==> src/rtl/flot_pkg.sv <==
// Shared constants, FSM encoding and exponent helpers for the iterative float units.
package flot_pkg;

   localparam int unsigned FLOT_WIDTH     = 32;
   localparam int unsigned FLOT_WIDTH_EXP = 8;
   localparam int unsigned FLOT_WIDTH_MAT = 23;

   typedef enum logic [1:0] {
      StIdle,
      StDiv,
      StNorm,
      StDone
   } state_e;

   function automatic int unsigned exp_bias(input int unsigned w);
      return (32'd1 << (w - 1)) - 32'd1;
   endfunction

   function automatic int unsigned exp_max(input int unsigned w);
      return (32'd1 << w) - 32'd1;
   endfunction

endpackage

==> src/rtl/mant_div_seq.sv <==
// Restoring shift-subtract mantissa divider: one quotient bit per cycle, WIDTH_mat+2 bits total.
module mant_div_seq
   import flot_pkg::*;
#(
   parameter int unsigned WIDTH_mat = FLOT_WIDTH_MAT
) (
   input  logic               CLK,
   input  logic               nRST,
   input  logic               start_i,
   input  logic [WIDTH_mat:0] dividend_i,
   input  logic [WIDTH_mat:0] divisor_i,
   output logic               done_o,
   output logic [WIDTH_mat+1:0] quotient_o
);

   localparam int unsigned NUM_ITER = WIDTH_mat + 2;
   localparam int unsigned CW       = $clog2(NUM_ITER + 1);
   localparam logic [CW-1:0] LAST   = CW'(NUM_ITER - 1);

   logic [WIDTH_mat+1:0] rem_q, rem_d;
   logic [WIDTH_mat+1:0] q_q, q_d;
   logic [WIDTH_mat:0]   dvs_q, dvs_d;
   logic [CW-1:0]        cnt_q, cnt_d;
   logic                 busy_q, busy_d;
   logic [WIDTH_mat:0]   diff;

   always_comb begin
      rem_d  = rem_q;
      q_d    = q_q;
      dvs_d  = dvs_q;
      cnt_d  = cnt_q;
      busy_d = busy_q;
      // rem < 2*dvs holds throughout, so rem-dvs fits in WIDTH_mat+1 bits
      diff   = rem_q[WIDTH_mat:0] - dvs_q;
      if (start_i) begin
         rem_d  = {1'b0, dividend_i};
         dvs_d  = divisor_i;
         q_d    = '0;
         cnt_d  = '0;
         busy_d = 1'b1;
      end else if (busy_q) begin
         if (rem_q >= {1'b0, dvs_q}) begin
            q_d   = {q_q[WIDTH_mat:0], 1'b1};
            rem_d = {diff, 1'b0};
         end else begin
            q_d   = {q_q[WIDTH_mat:0], 1'b0};
            rem_d = {rem_q[WIDTH_mat:0], 1'b0};
         end
         cnt_d = cnt_q + 1'b1;
         if (cnt_q == LAST) busy_d = 1'b0;
      end
   end

   always_ff @(posedge CLK) begin
      if (!nRST) begin
         rem_q  <= '0;
         q_q    <= '0;
         dvs_q  <= '0;
         cnt_q  <= '0;
         busy_q <= 1'b0;
      end else begin
         rem_q  <= rem_d;
         q_q    <= q_d;
         dvs_q  <= dvs_d;
         cnt_q  <= cnt_d;
         busy_q <= busy_d;
      end
   end

   assign done_o     = busy_q && (cnt_q == LAST);
   assign quotient_o = q_q;

endmodule

==> src/rtl/flot_div_iter.sv <==
// Iterative float divider: FSM, sign/exponent path, special cases and valid/ready handshake.
module flot_div_iter
   import flot_pkg::*;
#(
   parameter int unsigned WIDTH     = FLOT_WIDTH,
   parameter int unsigned WIDTH_exp = FLOT_WIDTH_EXP,
   parameter int unsigned WIDTH_mat = FLOT_WIDTH_MAT
) (
   input  logic             CLK,
   input  logic             nRST,
   input  logic             in_valid,
   output logic             in_ready,
   input  logic [WIDTH-1:0] OP_A,
   input  logic [WIDTH-1:0] OP_B,
   input  logic             exce_in,
   output logic             out_valid,
   input  logic             out_ready,
   output logic [WIDTH-1:0] result,
   output logic             exce_out
);

   localparam int unsigned EW             = WIDTH_exp + 2;
   localparam logic [EW-1:0] BIAS_E       = EW'(exp_bias(WIDTH_exp));
   localparam logic [EW-1:0] EMAX_E       = EW'(exp_max(WIDTH_exp));
   localparam logic [WIDTH_exp-1:0] EXP_1 = '1;

   state_e               state_q, state_d;
   logic                 sign_q, sign_d;
   logic [WIDTH_exp-1:0] ea_q, ea_d, eb_q, eb_d;
   logic                 xin_q, xin_d;
   logic [WIDTH-1:0]     res_q, res_d;
   logic                 exce_q, exce_d;

   logic                 start;
   logic                 div_done;
   logic [WIDTH_mat+1:0] quot;
   logic [EW-1:0]        e_norm;
   logic [WIDTH_mat-1:0] mat_norm;

   assign in_ready  = (state_q == StIdle);
   assign out_valid = (state_q == StDone);
   assign result    = res_q;
   assign exce_out  = exce_q;
   assign start     = in_valid && in_ready;

   mant_div_seq #(
      .WIDTH_mat (WIDTH_mat)
   ) u_mant_div (
      .CLK        (CLK),
      .nRST       (nRST),
      .start_i    (start),
      .dividend_i ({1'b1, OP_A[WIDTH_mat-1:0]}),
      .divisor_i  ({1'b1, OP_B[WIDTH_mat-1:0]}),
      .done_o     (div_done),
      .quotient_o (quot)
   );

   // Quotient lies in (0.5, 2); a clear MSB means one left shift and exponent-1.
   always_comb begin
      e_norm   = {2'b00, ea_q} - {2'b00, eb_q} + BIAS_E - EW'(!quot[WIDTH_mat+1]);
      mat_norm = quot[WIDTH_mat+1] ? quot[WIDTH_mat:1] : quot[WIDTH_mat-1:0];
   end

   always_comb begin
      state_d = state_q;
      sign_d  = sign_q;
      ea_d    = ea_q;
      eb_d    = eb_q;
      xin_d   = xin_q;
      res_d   = res_q;
      exce_d  = exce_q;
      unique case (state_q)
         StIdle: begin
            if (start) begin
               sign_d  = OP_A[WIDTH-1] ^ OP_B[WIDTH-1];
               ea_d    = OP_A[WIDTH-2 -: WIDTH_exp];
               eb_d    = OP_B[WIDTH-2 -: WIDTH_exp];
               xin_d   = exce_in;
               state_d = StDiv;
            end
         end
         StDiv: begin
            if (div_done) state_d = StNorm;
         end
         StNorm: begin
            exce_d = xin_q | (ea_q == EXP_1) | (eb_q == EXP_1);
            if (eb_q == '0) begin
               res_d  = {sign_q, EXP_1, {WIDTH_mat{1'b0}}};
               exce_d = 1'b1;
            end else if (ea_q == '0) begin
               res_d = {sign_q, {WIDTH_exp{1'b0}}, {WIDTH_mat{1'b0}}};
            end else if (!e_norm[EW-1] && (e_norm >= EMAX_E)) begin
               res_d  = {sign_q, EXP_1, {WIDTH_mat{1'b0}}};
               exce_d = 1'b1;
            end else if (e_norm[EW-1] || (e_norm == '0)) begin
               res_d  = {sign_q, {WIDTH_exp{1'b0}}, {WIDTH_mat{1'b0}}};
               exce_d = 1'b1;
            end else begin
               res_d = {sign_q, e_norm[WIDTH_exp-1:0], mat_norm};
            end
            state_d = StDone;
         end
         StDone: begin
            if (out_ready) state_d = StIdle;
         end
         default: state_d = StIdle;
      endcase
   end

   always_ff @(posedge CLK) begin
      if (!nRST) begin
         state_q <= StIdle;
         sign_q  <= 1'b0;
         ea_q    <= '0;
         eb_q    <= '0;
         xin_q   <= 1'b0;
         res_q   <= '0;
         exce_q  <= 1'b0;
      end else begin
         state_q <= state_d;
         sign_q  <= sign_d;
         ea_q    <= ea_d;
         eb_q    <= eb_d;
         xin_q   <= xin_d;
         res_q   <= res_d;
         exce_q  <= exce_d;
      end
   end

endmodule

==> config.mk <==
export PLATFORM = sky130hd
export DESIGN_NAME = flot_div_iter
export DESIGN_NICKNAME = d
export VERILOG_FILES = /design/src/rtl/flot_pkg.sv /design/src/rtl/mant_div_seq.sv /design/src/rtl/flot_div_iter.sv
export SDC_FILE = /design/constraint.sdc
export NUM_CORES = 1
export LEC_CHECK = 0
export CAP_MARGIN = 15
export CORE_MARGIN = 3
export CORE_UTILIZATION = 32
export CTS_CLUSTER_DIAMETER = 50
export CTS_CLUSTER_SIZE = 16
export DETAILED_ROUTE_END_ITERATION = 6
export PLACE_DENSITY = 0.55
export SLEW_MARGIN = 20
export SYNTH_ARGS = -nofsm -noshare
export SYNTH_HDL_FRONTEND = slang
export SYNTH_SLANG_ARGS = --single-unit
export TNS_END_PERCENT = 20
==> constraint.sdc <==
create_clock -name CLK -period 4.45 [get_ports CLK]
set_input_delay 0.89 -clock CLK [delete_from_list [all_inputs] [get_ports CLK]]
set_output_delay 0.89 -clock CLK [all_outputs]
set_load 0.01 [all_outputs]
==> summary.md <==
| Metric | Value |
|---|---|
| Setup Skew | `about 0.0096 ns` |
| Crit end category | `flop` |
| DR WL/cell | `15.25 um` |
| Area grow syn2layout | `25.90%` |
| Io pins | `approximately 100` |
| Tot GR Track Use | `0.1559` |
| RSZ-0062 raised after global routing | `false` |
| Pleak | `about 3.7 nW` |
| Die width | `159.8 um` |
| Prevailing post-synth register cell | `dfxtp_1` |
| First-pass GRT wire length | `around 33000 um` |
| Worst Setup Start Kind | `flop` |
| Post-Syn Instances | `886` |
| Endpoints failing hold | `0` |
| Post-synth EDFFs | `0` |
| Worst R2R Start | `eb_q[0]` |
| Core Footprint | `between 0.02 and 0.025 mm2` |
| Sequential fraction of the synthesis area | `0.3517` |
| Hold Buf Count CTS | `0` |
| Worst r2r dst | `result[22]` |
| Post-CTS setup buffer count | `0` |
| Post_cts resized | `0` |
| Ys Warns | `0` |
| WP data required | `4.76 ns` |
| Compound-Gate Fraction of Synth Area | `0.2307` |
| RePlAce Congestion | `~0.80` |
| Netlist Area Pre-Place | `between 0.007 and 0.008 mm2` |
| CTS Sinks | `133` |
| Hold_sp | `u_mant_div.dvs_q[14]` |
| Largest net degree at the start of global routing | `64` |
| Final setup violation count | `0` |
| Fmax | `approximately 250 MHz` |
| Post-synthesis mux area share | `0.09370` |
| Worst vdd ir | `between 0.6 and 0.7 mV` |
| Worst slew margin | `0.3499` |
| Root Buffer | `clkbuf_16` |
| Vias | `~6600` |
| Number of synthesized register bits | `approximately 130` |
| Max clock buf depth | `2` |
| Post-DP HPWL | `about 14000 um` |
| Share of post-route cells with drive strength above 1 | `0.1034` |
| Num CTS Buffers | `17` |
| Worst Max-Slew Pin Slew | `0.9751 ns` |
| Drt total wl | `19810 um` |
| CTS tree | `yes` |
| Clock-pin transition on the worst setup and hold timing paths | `0.06 ns` |
| Overflow after GRT | `0` |
| Diode count | `0` |
| CP Max Fanout | `24` |
| Syn avg cell area | `between 8 and 9 um2` |
| Hold path depth | `2` |
| Vias in the first global route | `about 6500` |
| Detail Route Antenna Nets | `0` |
| Status | `finished, final reports clean` |
| Final #Nets | `1089` |
| Xor and xnor area share after synthesis | `0.03454` |
| Initial antenna violation count | `1` |
| Die Y | `around 160 um` |
| Worst hold endpoint | `u_mant_div.dvs_q[14]` |
| Rows | `55` |
| Reg2Reg Setup Slack | `0.37 ns` |
| Die area | `approximately 0.026 mm2` |
| Period minus WS final | `4.080 ns` |
| Largest family of logic cells by synthesized area | `compound AO/OA/AOI/OAI gates` |
| Synth cell types | `77` |
| Maxcap violations | `0` |
| Total Power | `roughly 7.9 mW` |
| Worst EP arrival | `4.39 ns` |
| Final TNS setup | `0 ns` |
| Vias per cell | `roughly 5` |
| Drt pass-1 iters | `6` |
| Starting Density | `0.3304` |
| Fin. max-slew vios | `0` |
| R2R cell count | `17` |
| DRC violations left | `0` |
| Synthesized Nets | `1002` |
| Input/output buffers | `between 100 and 150` |
| Clock latency on the worst-skew pair | `~0.42 ns` |
| Tcrit/Tclk final | `0.9169` |
| PD cells | `between 800 and 900 mW/mm2` |
| Drt initial violations | `330` |
| Critical Path Start | `eb_q[0]` |
| Synth Area in Adders | `0.08065` |
| Simple-Gate Fraction of Synth Area | `0.1506` |
| Fraction of registers with async set/reset | `0` |
| Setup Crit Path Kind | `reg2reg` |
| Min-delay worst type | `reg2reg` |
| Htree depth | `4` |
==> cell type report <==
type | count | area [um2]
clock buffers | 20 | 446.7
clock inverters | 12 | 201.4
fillers | 2335 | 13380
inverters | 53 | 198.9
multi-input cells | 652 | 4488
flip-flops and latches | 133 | 2664
well taps | 313 | 391.6
repair buffers | 116 | 1141
==> worst max-delay path by stage <==
| stage | end | cells past startpoint | slack [ns] |
|---|---|---|---|
| after floorplan | result[13] | 18 | 0.70 |
| after global placement | result[25] | 17 | 0.32 |
| after detailed placement | result[25] | 17 | 0.24 |
| after CTS | result[25] | 17 | 0.22 |
| after global routing | result[22] | 17 | 0.05 |
| final | result[22] | 17 | 0.37 |
==> flip-flops by register name, indices dropped and copies added, names as in the netlist <==
signal,cells
result,32
u_mant_div.quotient_o,25
u_mant_div.rem_q,25
u_mant_div.dvs_q,24
ea_q,8
eb_q,8
u_mant_div.cnt_q,5
state_q,2
exce_out,1
sign_q,1
u_mant_div.busy_q,1
xin_q,1
==> synth_stat cells (4+ instances only) <==
cell type,n,area [um2]
mux2_2,23,259.0
and2_1,5,31.28
nand2_1,110,412.9
nand3_1,8,40.04
dlygate4sd3_1,5,50.05
nand4_1,10,62.56
a21oi_1,93,465.5
xnor2_1,14,122.6
a32o_1,24,240.2
dfxtp_1,133,2663
inv_1,51,191.4
a31o_2,11,96.34
o31a_1,4,35.03
nor2_1,67,251.5
or2_2,6,37.54
a21o_1,13,97.59
or3_1,5,31.28
o21ai_0,37,185.2
nand2b_1,5,31.28
o21a_1,8,60.06
ha_1,44,550.5
mux2i_1,45,450.4
o211ai_1,18,135.1
buf_1,10,37.54
xor2_1,14,122.6
clkbuf_1,26,97.59
a211oi_1,7,52.55
nor3_1,10,50.05
nor2b_1,5,31.28
a31oi_1,10,62.56
==> cell usage in the layout (no fill, tap or decap), drive strengths merged, types with 5 or more instances in the layout <==
cell,Yosys,routed
nor2b,5,5
a32o,25,25
ha,44,44
xor2,14,14
buf,16,13
clkdlybuf4s50,0,103
or3,6,6
a21oi,93,93
and2,6,6
a211oi,8,8
o21ai,39,39
nor2,68,68
nand3,8,8
nor3,10,10
a31o,11,11
inv,53,54
o211ai,18,18
bufinv,0,5
clkbuf,27,20
mux2,23,23
nand2,110,110
a31oi,10,10
a21o,13,13
or2,6,6
mux2i,45,45
nand4,10,10
xnor2,15,15
dfxtp,133,133
nand2b,5,5
o21a,8,8
==> metal layers <==
layer  track usage  up-vias  wire (um)
met5             0        -          7
met4       0.03984        2        225
met3       0.03554       19        655
met2        0.2618      103       9281
met1        0.2030     3075       9635
li1              -     3357          -
==> cells by family (layout without fill, tap and decap cells) <==
| kind of cell | Yosys count | count (layout) |
|---|---|---|
| mux | 68 | 68 |
| compound gates | 258 | 258 |
| flops | 133 | 133 |
| fa+ha+maj | 47 | 47 |
| simple gates | 250 | 250 |
| buf+inv | 101 | 201 |
| xor+xnor | 29 | 29 |
==> worst max-delay path, cell delays in order, from the launching register on <==
cell       delay, ns
dfxtp_1         0.37
ha_1            0.19
inv_1           0.06
fa_1            0.44
a211oi_2        0.27
or2_2           0.18
and2_1          0.20
inv_1           0.06
ha_1            0.34
a21oi_1         0.15
o21ai_1         0.09
a21o_1          0.19
a2111oi_1       0.48
a311oi_2        0.13
o21a_1          0.16
a32o_2          0.25
buf_12          0.16
a32o_1          0.24
==> where the power goes <==
part | switching (mW) | internal [mW] | total [mW]
clock | 0.544 | 1.01 | 1.56
combinational | 2.68 | 2.05 | 4.73
sequential | 0.206 | 1.41 | 1.62
==> per-stage QoR <==
step                utilization  area (um2)  hold WS (ns)  instances  setup slack [ns]
floorplan                     -        7571        0.4313        886            0.7024
global placement         0.3873        8875        0.4458       1267            0.3216
detailed placement       0.3873        8875        0.4476       1267            0.2369
CTS                      0.4156        9523        0.4557       1299            0.2160
global route             0.4159        9532        0.4736       1299           0.04871
finish                   0.4159        9532        0.4531       1299            0.3696
(Power assumes the default switching activity.)
